File: src/rtl/fight_pkg.sv
// Shared constants and types for the fight stage: scene codes, key-press
// vectors, FSM state encoding, winner codes and an HP arithmetic helper.
package fight_pkg;

    // Scene codes driven by the top-level scene sequencer
    localparam logic [3:0] SCENE_START  = 4'b0001;
    localparam logic [3:0] SCENE_CHOOSE = 4'b0010;
    localparam logic [3:0] SCENE_FIGHT  = 4'b0011;
    localparam logic [3:0] SCENE_WIN    = 4'b0100;

    // Key vectors ordered {U, D, L, R, C}; only exact one-hot values are commands
    localparam logic [4:0] PRESS_U = 5'b10000;
    localparam logic [4:0] PRESS_D = 5'b01000;
    localparam logic [4:0] PRESS_L = 5'b00100;
    localparam logic [4:0] PRESS_R = 5'b00010;
    localparam logic [4:0] PRESS_C = 5'b00001;

    // Winner codes
    localparam logic [1:0] WINNER_NONE = 2'd0;
    localparam logic [1:0] WINNER_P1   = 2'd1;
    localparam logic [1:0] WINNER_P2   = 2'd2;

    // Fight FSM states
    typedef enum logic [2:0] {
        ST_IDLE   = 3'd0,
        ST_LOAD   = 3'd1,
        ST_SELECT = 3'd2,
        ST_ATTACK = 3'd3,
        ST_CHECK  = 3'd4,
        ST_DONE   = 3'd5
    } fight_state_t;

    // HP minus damage, clamped at zero so a large hit never wraps
    function automatic logic [7:0] sat_sub(input logic [7:0] hp, input logic [7:0] dmg);
        return (hp > dmg) ? (hp - dmg) : 8'd0;
    endfunction

endpackage

File: src/rtl/fight_data_control_attack_timer.sv
// Attack-hold timer: a start pulse arms a down-counter so that done is high
// on the ATTACK_CYCLES-th cycle after the start edge.
module attack_timer #(
    parameter int unsigned ATTACK_CYCLES = 25_000_000
) (
    input  logic clk,
    input  logic reset,
    input  logic start,
    output logic done
);

    localparam int unsigned W = $clog2(ATTACK_CYCLES + 1);

    logic [W-1:0] count;

    // Load the hold length on start, then count down to zero and park there
    always_ff @(posedge clk or negedge reset) begin
        if (!reset) begin
            count <= '0;
        end else if (start) begin
            count <= W'(ATTACK_CYCLES);
        end else if (count != '0) begin
            count <= count - W'(1);
        end
    end

    // Count reads ATTACK_CYCLES on the first held cycle and 1 on the last
    assign done = (count == W'(1));

endmodule

File: src/rtl/fight_data_control.sv
// Fight-stage controller: loads both players' stats, lets the active player
// pick a skill with the keys, holds each attack for display, applies damage
// and declares the winner.
module fight_data_control
    import fight_pkg::*;
#(
    parameter int unsigned ATTACK_CYCLES = 25_000_000
) (
    input  logic       clk,
    input  logic       reset,
    input  logic [3:0] scene_state,
    input  logic       key_U,
    input  logic       key_D,
    input  logic       key_L,
    input  logic       key_R,
    input  logic       key_C,
    input  logic [7:0] p1_pokemon_hp,
    input  logic [7:0] p1_pokemon_speed,
    input  logic [7:0] p1_skill_1_damage,
    input  logic [7:0] p1_skill_2_damage,
    input  logic [7:0] p1_skill_3_damage,
    input  logic [7:0] p2_pokemon_hp,
    input  logic [7:0] p2_pokemon_speed,
    input  logic [7:0] p2_skill_1_damage,
    input  logic [7:0] p2_skill_2_damage,
    input  logic [7:0] p2_skill_3_damage,
    output logic [7:0] p1_cur_hp,
    output logic [7:0] p2_cur_hp,
    output logic       turn,
    output logic [1:0] skill_cursor,
    output logic [7:0] last_damage,
    output logic       attacking,
    output logic [1:0] winner,
    output logic       fight_done
);

    fight_state_t state;

    // Skill damages captured at LOAD so later input changes are invisible
    logic [7:0] p1_dmg_1, p1_dmg_2, p1_dmg_3;
    logic [7:0] p2_dmg_1, p2_dmg_2, p2_dmg_3;

    logic [4:0] keys;
    logic       in_fight;
    logic       timer_start;
    logic       attack_done;
    logic [7:0] sel_damage;
    logic [7:0] defender_hp;

    assign keys     = {key_U, key_D, key_L, key_R, key_C};
    assign in_fight = (scene_state == SCENE_FIGHT);

    // Arm the hold timer on the same edge that enters ATTACK
    assign timer_start = (state == ST_SELECT) && in_fight && (keys == PRESS_C);

    attack_timer #(
        .ATTACK_CYCLES (ATTACK_CYCLES)
    ) u_attack_timer (
        .clk   (clk),
        .reset (reset),
        .start (timer_start),
        .done  (attack_done)
    );

    // Damage of the highlighted skill for whichever player is acting
    always_comb begin
        sel_damage = '0;
        case (skill_cursor)
            2'd1:    sel_damage = turn ? p2_dmg_1 : p1_dmg_1;
            2'd2:    sel_damage = turn ? p2_dmg_2 : p1_dmg_2;
            2'd3:    sel_damage = turn ? p2_dmg_3 : p1_dmg_3;
            default: sel_damage = '0;
        endcase
    end

    // The defender is whoever is not acting this turn
    always_comb begin
        defender_hp = turn ? p1_cur_hp : p2_cur_hp;
    end

    // Status flags follow the registered state directly
    assign attacking  = (state == ST_ATTACK);
    assign fight_done = (state == ST_DONE);

    // Fight sequencing and all registered fight data
    always_ff @(posedge clk or negedge reset) begin
        if (!reset) begin
            state        <= ST_IDLE;
            p1_cur_hp    <= '0;
            p2_cur_hp    <= '0;
            turn         <= 1'b0;
            skill_cursor <= 2'd1;
            last_damage  <= '0;
            winner       <= WINNER_NONE;
            p1_dmg_1     <= '0;
            p1_dmg_2     <= '0;
            p1_dmg_3     <= '0;
            p2_dmg_1     <= '0;
            p2_dmg_2     <= '0;
            p2_dmg_3     <= '0;
        end else if ((state != ST_IDLE) && !in_fight) begin
            // Leaving the fight scene aborts whatever was in progress,
            // including a pending damage application on the last hold cycle
            state <= ST_IDLE;
        end else begin
            case (state)
                ST_IDLE: begin
                    if (in_fight) begin
                        state <= ST_LOAD;
                    end
                end

                ST_LOAD: begin
                    p1_cur_hp    <= p1_pokemon_hp;
                    p2_cur_hp    <= p2_pokemon_hp;
                    p1_dmg_1     <= p1_skill_1_damage;
                    p1_dmg_2     <= p1_skill_2_damage;
                    p1_dmg_3     <= p1_skill_3_damage;
                    p2_dmg_1     <= p2_skill_1_damage;
                    p2_dmg_2     <= p2_skill_2_damage;
                    p2_dmg_3     <= p2_skill_3_damage;
                    last_damage  <= '0;
                    winner       <= WINNER_NONE;
                    skill_cursor <= 2'd1;
                    turn         <= (p1_pokemon_speed >= p2_pokemon_speed) ? 1'b0 : 1'b1;
                    state        <= ST_SELECT;
                end

                ST_SELECT: begin
                    case (keys)
                        PRESS_U, PRESS_L: begin
                            if (skill_cursor > 2'd1) begin
                                skill_cursor <= skill_cursor - 2'd1;
                            end
                        end
                        PRESS_D, PRESS_R: begin
                            if (skill_cursor < 2'd3) begin
                                skill_cursor <= skill_cursor + 2'd1;
                            end
                        end
                        PRESS_C: begin
                            last_damage <= sel_damage;
                            state       <= ST_ATTACK;
                        end
                        default: ;
                    endcase
                end

                ST_ATTACK: begin
                    if (attack_done) begin
                        if (turn) begin
                            p1_cur_hp <= sat_sub(p1_cur_hp, last_damage);
                        end else begin
                            p2_cur_hp <= sat_sub(p2_cur_hp, last_damage);
                        end
                        state <= ST_CHECK;
                    end
                end

                ST_CHECK: begin
                    if (defender_hp == 8'd0) begin
                        winner <= turn ? WINNER_P2 : WINNER_P1;
                        state  <= ST_DONE;
                    end else begin
                        turn         <= ~turn;
                        skill_cursor <= 2'd1;
                        state        <= ST_SELECT;
                    end
                end

                ST_DONE: ;

                default: state <= ST_IDLE;
            endcase
        end
    end

endmodule
File: config.mk
export PLATFORM = sky130hd
export DESIGN_NAME = fight_data_control
export DESIGN_NICKNAME = d
export VERILOG_FILES = /design/src/rtl/fight_pkg.sv /design/src/rtl/fight_data_control_attack_timer.sv /design/src/rtl/fight_data_control.sv
export SDC_FILE = /design/constraint.sdc
export NUM_CORES = 1
export LEC_CHECK = 0
export BUFFER_PORTS_ARGS = -buffer_cell sky130_fd_sc_hd__buf_2
export CAP_MARGIN = 20
export CELL_PAD_IN_SITES_DETAIL_PLACEMENT = 0
export CELL_PAD_IN_SITES_GLOBAL_PLACEMENT = 2
export CORE_MARGIN = 2
export CORE_UTILIZATION = 30
export DETAILED_ROUTE_END_ITERATION = 8
export PLACE_DENSITY_LB_ADDON = 0.1
export SLEW_MARGIN = 15
export SYNTH_ARGS = -nofsm -noshare
export SYNTH_HDL_FRONTEND = slang
export SYNTH_SLANG_ARGS = --single-unit
File: constraint.sdc
create_clock -name clk -period 3.95 [get_ports clk]
set_clock_uncertainty 0.1 [all_clocks]
set_input_delay 0.395 -clock clk [delete_from_list [all_inputs] [get_ports clk]]
set_output_delay 0.395 -clock clk [all_outputs]
set_load 0.05 [all_outputs]
Word level (Yosys, flattened, before mapping)

Index checks and enable logic that the tools add are counted.

Logic and storage cells: 111
Input bits: 91
Output and inout port bits: 31
Flip-flop bits (word level): 105

Magnitude comparators: 5
Muxes and demuxes: 34
Add/sub/neg operators: 5
Bitwise gates (word level): 2
Equality and inequality tests: 28
Reductions and logical operators: 23

Operators with widths:

| operator              | number |
|---|---|
| $mux 8                | 11 |
| $mux 25               | 2 |
| $pmux 8 s2            | 3 |
| $eq 25x1->1 const B   | 1 |
| $reduce_bool 25->1    | 1 |
| $sub 25x1->25 const B | 1 |
| $pmux 8 s3            | 1 |
| $pmux 3 s6            | 1 |
| $gt 8x8->1            | 2 |
| $sub 8x8->8           | 2 |
| $mux 3                | 5 |
| $reduce_and 4->1      | 3 |
| $mux 2                | 5 |
| $ne 3x1->1 const B    | 3 |
| $ne 3x3->1 const B    | 3 |
| $reduce_and 3->1      | 3 |
| $ge 8x8->1            | 1 |
| $logic_not 8->1       | 1 |
| $ne 2x2->1 const B    | 4 |
| $pmux 2 s2            | 2 |
| $reduce_bool 2->1     | 4 |
| $eq 3x2->1 const B    | 2 |
| $eq 3x3->1 const B    | 2 |
| $ne 2x1->1 const B    | 3 |
| other kinds (24)      | 31 |

Longest topological paths before layout

Depth in word-level cells: 5
Mapped depth: 10
Mapped depth without buffers: 10

By module

A second synthesis with hierarchy kept.

Cell total of the unflattened synthesis: 601
Area total of the unflattened synthesis: 6216.0 sq um

By module, submodules not included:

| module             | times used | cells an instance | seq. area each (sq um) | area an instance (sq um) |
|---|---|---|---|---|
| fight_data_control | 1          | 466               | 2003.2                 | 4883.4 |
| attack_timer       | 1          | 135               | 625.6                  | 1332.5 |

Least setup slack after synthesis

No wires, ideal clock.

Path type: register to register
From: register last_damage[0]
To: register p1_cur_hp[2]
Clock period less this slack: 2.907 ns
Path buffers: 0
Cell stages (with the launch flop): 10
Path slack: 1.043 ns
Arrival: 2.683 ns
Cells stage by stage: dfrtp_1 > ha_1 > inv_1 > fa_1 > a21o_1 > a21oi_1 > nor2_1 > o31ai_1 > o21ai_0 > mux2_2

Cells in the longest elaborated chain, start to end: 5

RTL lines:

| item                                             | line                      | source |
|---|---|---|
| start, declared                                  | fight_data_control.sv:31  | `output logic [7:0] last_damage,` |
| start signal, assigned                           | fight_data_control.sv:142 | `last_damage <= sel_damage;` |
| $sub 8x8->8 / $gt 8x8->1 (equally long branches) | fight_pkg.sv:35           | `return (hp > dmg) ? (hp - dmg) : 8'd0;` |
| $mux 8 *                                         | fight_pkg.sv:35           |  |
| $mux 8 *                                         | fight_data_control.sv:151 | `if (turn) begin` |
| $mux 8 *                                         | fight_data_control.sv:150 | `if (attack_done) begin` |
| $pmux 8 s2 *                                     | fight_data_control.sv:106 | `case (state)` |
| end signal, assigned                             | fight_data_control.sv:114 | `p1_cur_hp <= p1_pokemon_hp;` |
| end signal, assigned                             | fight_data_control.sv:152 | `p1_cur_hp <= sat_sub(p1_cur_hp, last_damage);` |
| end, declared                                    | fight_data_control.sv:27  | `output logic [7:0] p1_cur_hp,` |

Every way passes the cells marked *; elsewhere a longest branch is shown, timed or not. The select of a mux whose other input is x is not followed.
A chain may end at the register's enable or synchronous reset.

Final worst setup path

From: register p1_cur_hp[0]
To: register p1_cur_hp[3]

Cells in the longest elaborated chain, start to end: 5

RTL lines:

| item                                             | line |
|---|---|
| $sub 8x8->8 / $gt 8x8->1 (equally long branches) | fight_pkg.sv:35 |
| $mux 8 *                                         | fight_pkg.sv:35 |
| $mux 8 *                                         | fight_data_control.sv:151 |
| $mux 8 *                                         | fight_data_control.sv:150 |
| $pmux 8 s2 *                                     | fight_data_control.sv:106 |

Marks and branches as above.

==> key figures <==
Power
  • Worst-case vdd ir drop: 0.193 mV
  • Pwr Density: 374 mW/mm²
  • Leak pwr: 3.28 nW

CTS
  • # hold bufs at CTS: 0
  • H-tree Lvls: 3
  • Post-CTS sizing: 0
  • CTS Buf Count: 9
  • CTS tree: done
  • Clock Sinks: 105
  • Setup bufs post-CTS: 0
  • Clk root buf: clkbuf_16
  • Clock Path Buffers: 2
  • Clk Latency, worst-skew pair: 0.36 ns
  • Clock transition at the registers of the reported paths: 0.08 ns

Logic synthesis
  • Mean Syn Cell Area: 10.3 µm²
  • Largest family of logic cells by synthesized area: compound AO/OA/AOI/OAI gates
  • Cells after synthesis: 569
  • Netlist area before placement: 0.00588 mm²
  • Syn_nets: 692
  • Synth warnings: 0
  • Synth Area in Simple Gates: 14.0%
  • Synth Area in Compound Gates: 14.8%
  • Ys async rst share: 100%
  • Multiplexer share of the synthesized area: 11.2%
  • Seq/Total Area, Yosys: 44.7%
  • Synth Area in Adders: 7.06%
  • Post-synthesis xor/xnor area fraction: 4.47%
  • Synth Flop Type: dfrtp_1
  • Post-synth EDFFs: 0
  • Synth cell types: 54
  • Post-synthesis register bit count: 105

Final layout
  • Diode count: 0
  • Final std cells w/o fill: 958
  • Multi-input logic area: 0.00304 mm²
  • Fin util: 36.8%
  • Fill count: 1972
  • Fraction of layout cells with a size suffix above 1: 30.6%
  • Sequential cell area: 0.00263 mm²
  • Nets: 811
  • Synth-to-layout area growth: 21.1%

Detailed routing
  • Routed Antenna Nets: 0
  • Total number of vias: 4813
  • Iter 0 DRT Violations: 225
  • Total routed wirelength: 16.3 mm
  • DRC: 0
  • WL/cell: 17.0 µm
  • First drt pass iteration count: 4
  • Vias per cell: 5.02

Timing
  • Max-slew violations: 0
  • Final Hold Viols: 0
  • Tightest Pin Transition: 0.925 ns
  • Setup violators final: 0
  • Min cycle time layout: 3.09 ns
  • Tcrit/Tclk final: 78.3%
  • FMAX: 323 MHz
  • RSZ-0062 raised after global routing: false
  • Final Worst Setup Slack: 0.858 ns
  • Final TNS setup: 0 ns
  • Hold Slack: 0.0371 ns
  • Max transition margin: 37.8%

Placed design
  • HPWL Detailed: 12.2 mm
  • Placed insts: 942
  • RePlAce Congestion: 0.793
  • Setup WS pre-CTS: 0.880 ns
  • Port Buffer Count: 121

Floorplanning
  • Die height: 144 µm
  • Cell Rows: 51
  • Die area: 0.0207 mm²
  • Core area: 0.0193 mm²
  • Ports: 122
  • Initial Util: 30.4%
  • Chip width: 144 µm

Flow run
  • Max Cap Violations: 0

GRT
  • GR Util All Layers: 16.3%
  • First-pass GRT wire length: 26.3 mm
  • Grt ovf: 0
  • Largest net degree at the start of global routing: 62
  • Vias in the first global route: 4960
  • Initial antenna violation count: 2

Critical path
  • WP data required: 4.08 ns
  • CP endpoint kind: register
  • Max FO, Critical Path: 8
  • CP arrival: 3.22 ns
  • CP Launch Type: register
  • Kind of critical path: reg2reg

Run status
  • Outcome: complete, no violations

Hold path
  • Hold Crit Class: in2async
-- worst paths after layout --
kind / slack [ns] / endpoint / start / cells after the start
min: 0.04 / p2_cur_hp[5]$_DFFE_PN0P_ / reset / 1
max: 0.86 / p1_cur_hp[3]$_DFFE_PN0P_ / p1_cur_hp[0]$_DFFE_PN0P_ / 10
min reg2reg: 0.41 / p1_dmg_1[7]$_DFFE_PN0P_ / p1_dmg_1[7]$_DFFE_PN0P_ / 1
min in group clk: 0.16 / p1_dmg_2[2]$_DFFE_PN0P_ / p1_skill_2_damage[2] / 2
max in group asynchronous: 2.84 / skill_cursor[0]$_DFFE_PN1P_ / reset / 2
max reg2reg: 0.86 / p1_cur_hp[3]$_DFFE_PN0P_ / p1_cur_hp[0]$_DFFE_PN0P_ / 10
-- layout by cell type (no fill, tap or decap), types with 13 or more instances in the layout --
cell      count
o21ai_0      16
nand2_1      57
nor3_1       13
ha_1         30
a21oi_1      19
dfrtp_1     104
a222oi_1     16
buf_2       120
mux2_2       54
nor2_1       37
xnor2_1      18
inv_1        32
-- critical path: stages, from the launching register on --
cell	delay, ns
dfrtp_1	0.40
inv_1	0.08
ha_1	0.17
inv_1	0.05
fa_1	0.42
a21o_1	0.18
a21oi_1	0.22
nor2_1	0.07
o31ai_1	0.78
o21ai_0	0.21
mux2_2	0.29
-- stage by stage --
stage / cell area (µm²) / power (mW)
floorplan: 5880 / 1.58
finish: 7120 / 2.67
global route: 7120 / 2.81
global placement: 6810 / 1.76
detailed placement: 6810 / 1.77
CTS: 7120 / 2.71
-- cell usage after synthesis, types with 11 or more instances --
master      n  area share, %
inv_1      32            2.0
dfrtp_1   104             44
nand4_1    11            1.2
a21oi_1    19            1.6
clkbuf_1   13           0.83
mux2_2     54             10
a222oi_1   16            2.7
o21ai_0    16            1.4
xnor2_1    18            2.7
ha_1       30            6.4
nor2_1     38            2.4
nand2_1    57            3.6
xor2_1     12            1.8
nor3_1     13            1.1
-- logic make-up after synthesis --
family	count (synthesis)
xor+xnor	30
fa+ha+maj	32
simple gates	170
mux	59
compound gates	116
flops	105
buf+inv	57
-- flip-flops by register name, indices dropped and copies added (netlist names) --
name,count
last_damage,8
p1_cur_hp,8
p1_dmg_1,8
p1_dmg_2,8
p1_dmg_3,8
p2_cur_hp,8
p2_dmg_1,8
p2_dmg_2,8
p2_dmg_3,8
skill_cursor,2
state,3
turn,1
u_attack_timer.count,25
winner,2
-- where the power goes --
| group | switching [mW] | internal [mW] |
|---|---|---|
| clock network | 0.458 | 0.468 |
| logic | 0.310 | 0.220 |
| registers | 0.0605 | 1.15 |
| total | 0.828 | 1.84 |
-- per-layer routing --
metal | share of wire (%) | vias to the layer above | wire length (µm) | global-route usage (%)
met2 | 48 | 110 | 7790 | 27.0
li1 | - | 2333 | - | -
met5 | 0.17 | - | 27 | 0
met4 | 0.74 | 4 | 121 | 3.66
met3 | 5.6 | 12 | 917 | 4.07
met1 | 46 | 2354 | 7410 | 21.6
-- layout make-up --
class / instances / area share (%)
timing repair buffer: 132 / 9.70
inverter: 33 / 1.74
multi-input combinational: 407 / 42.6
sequential: 105 / 36.9
tap: 265 / 4.65
clock inverter: 6 / 1.02
clock buffer: 10 / 3.35
No activity file was read; power rests on OpenSTA's default activity.
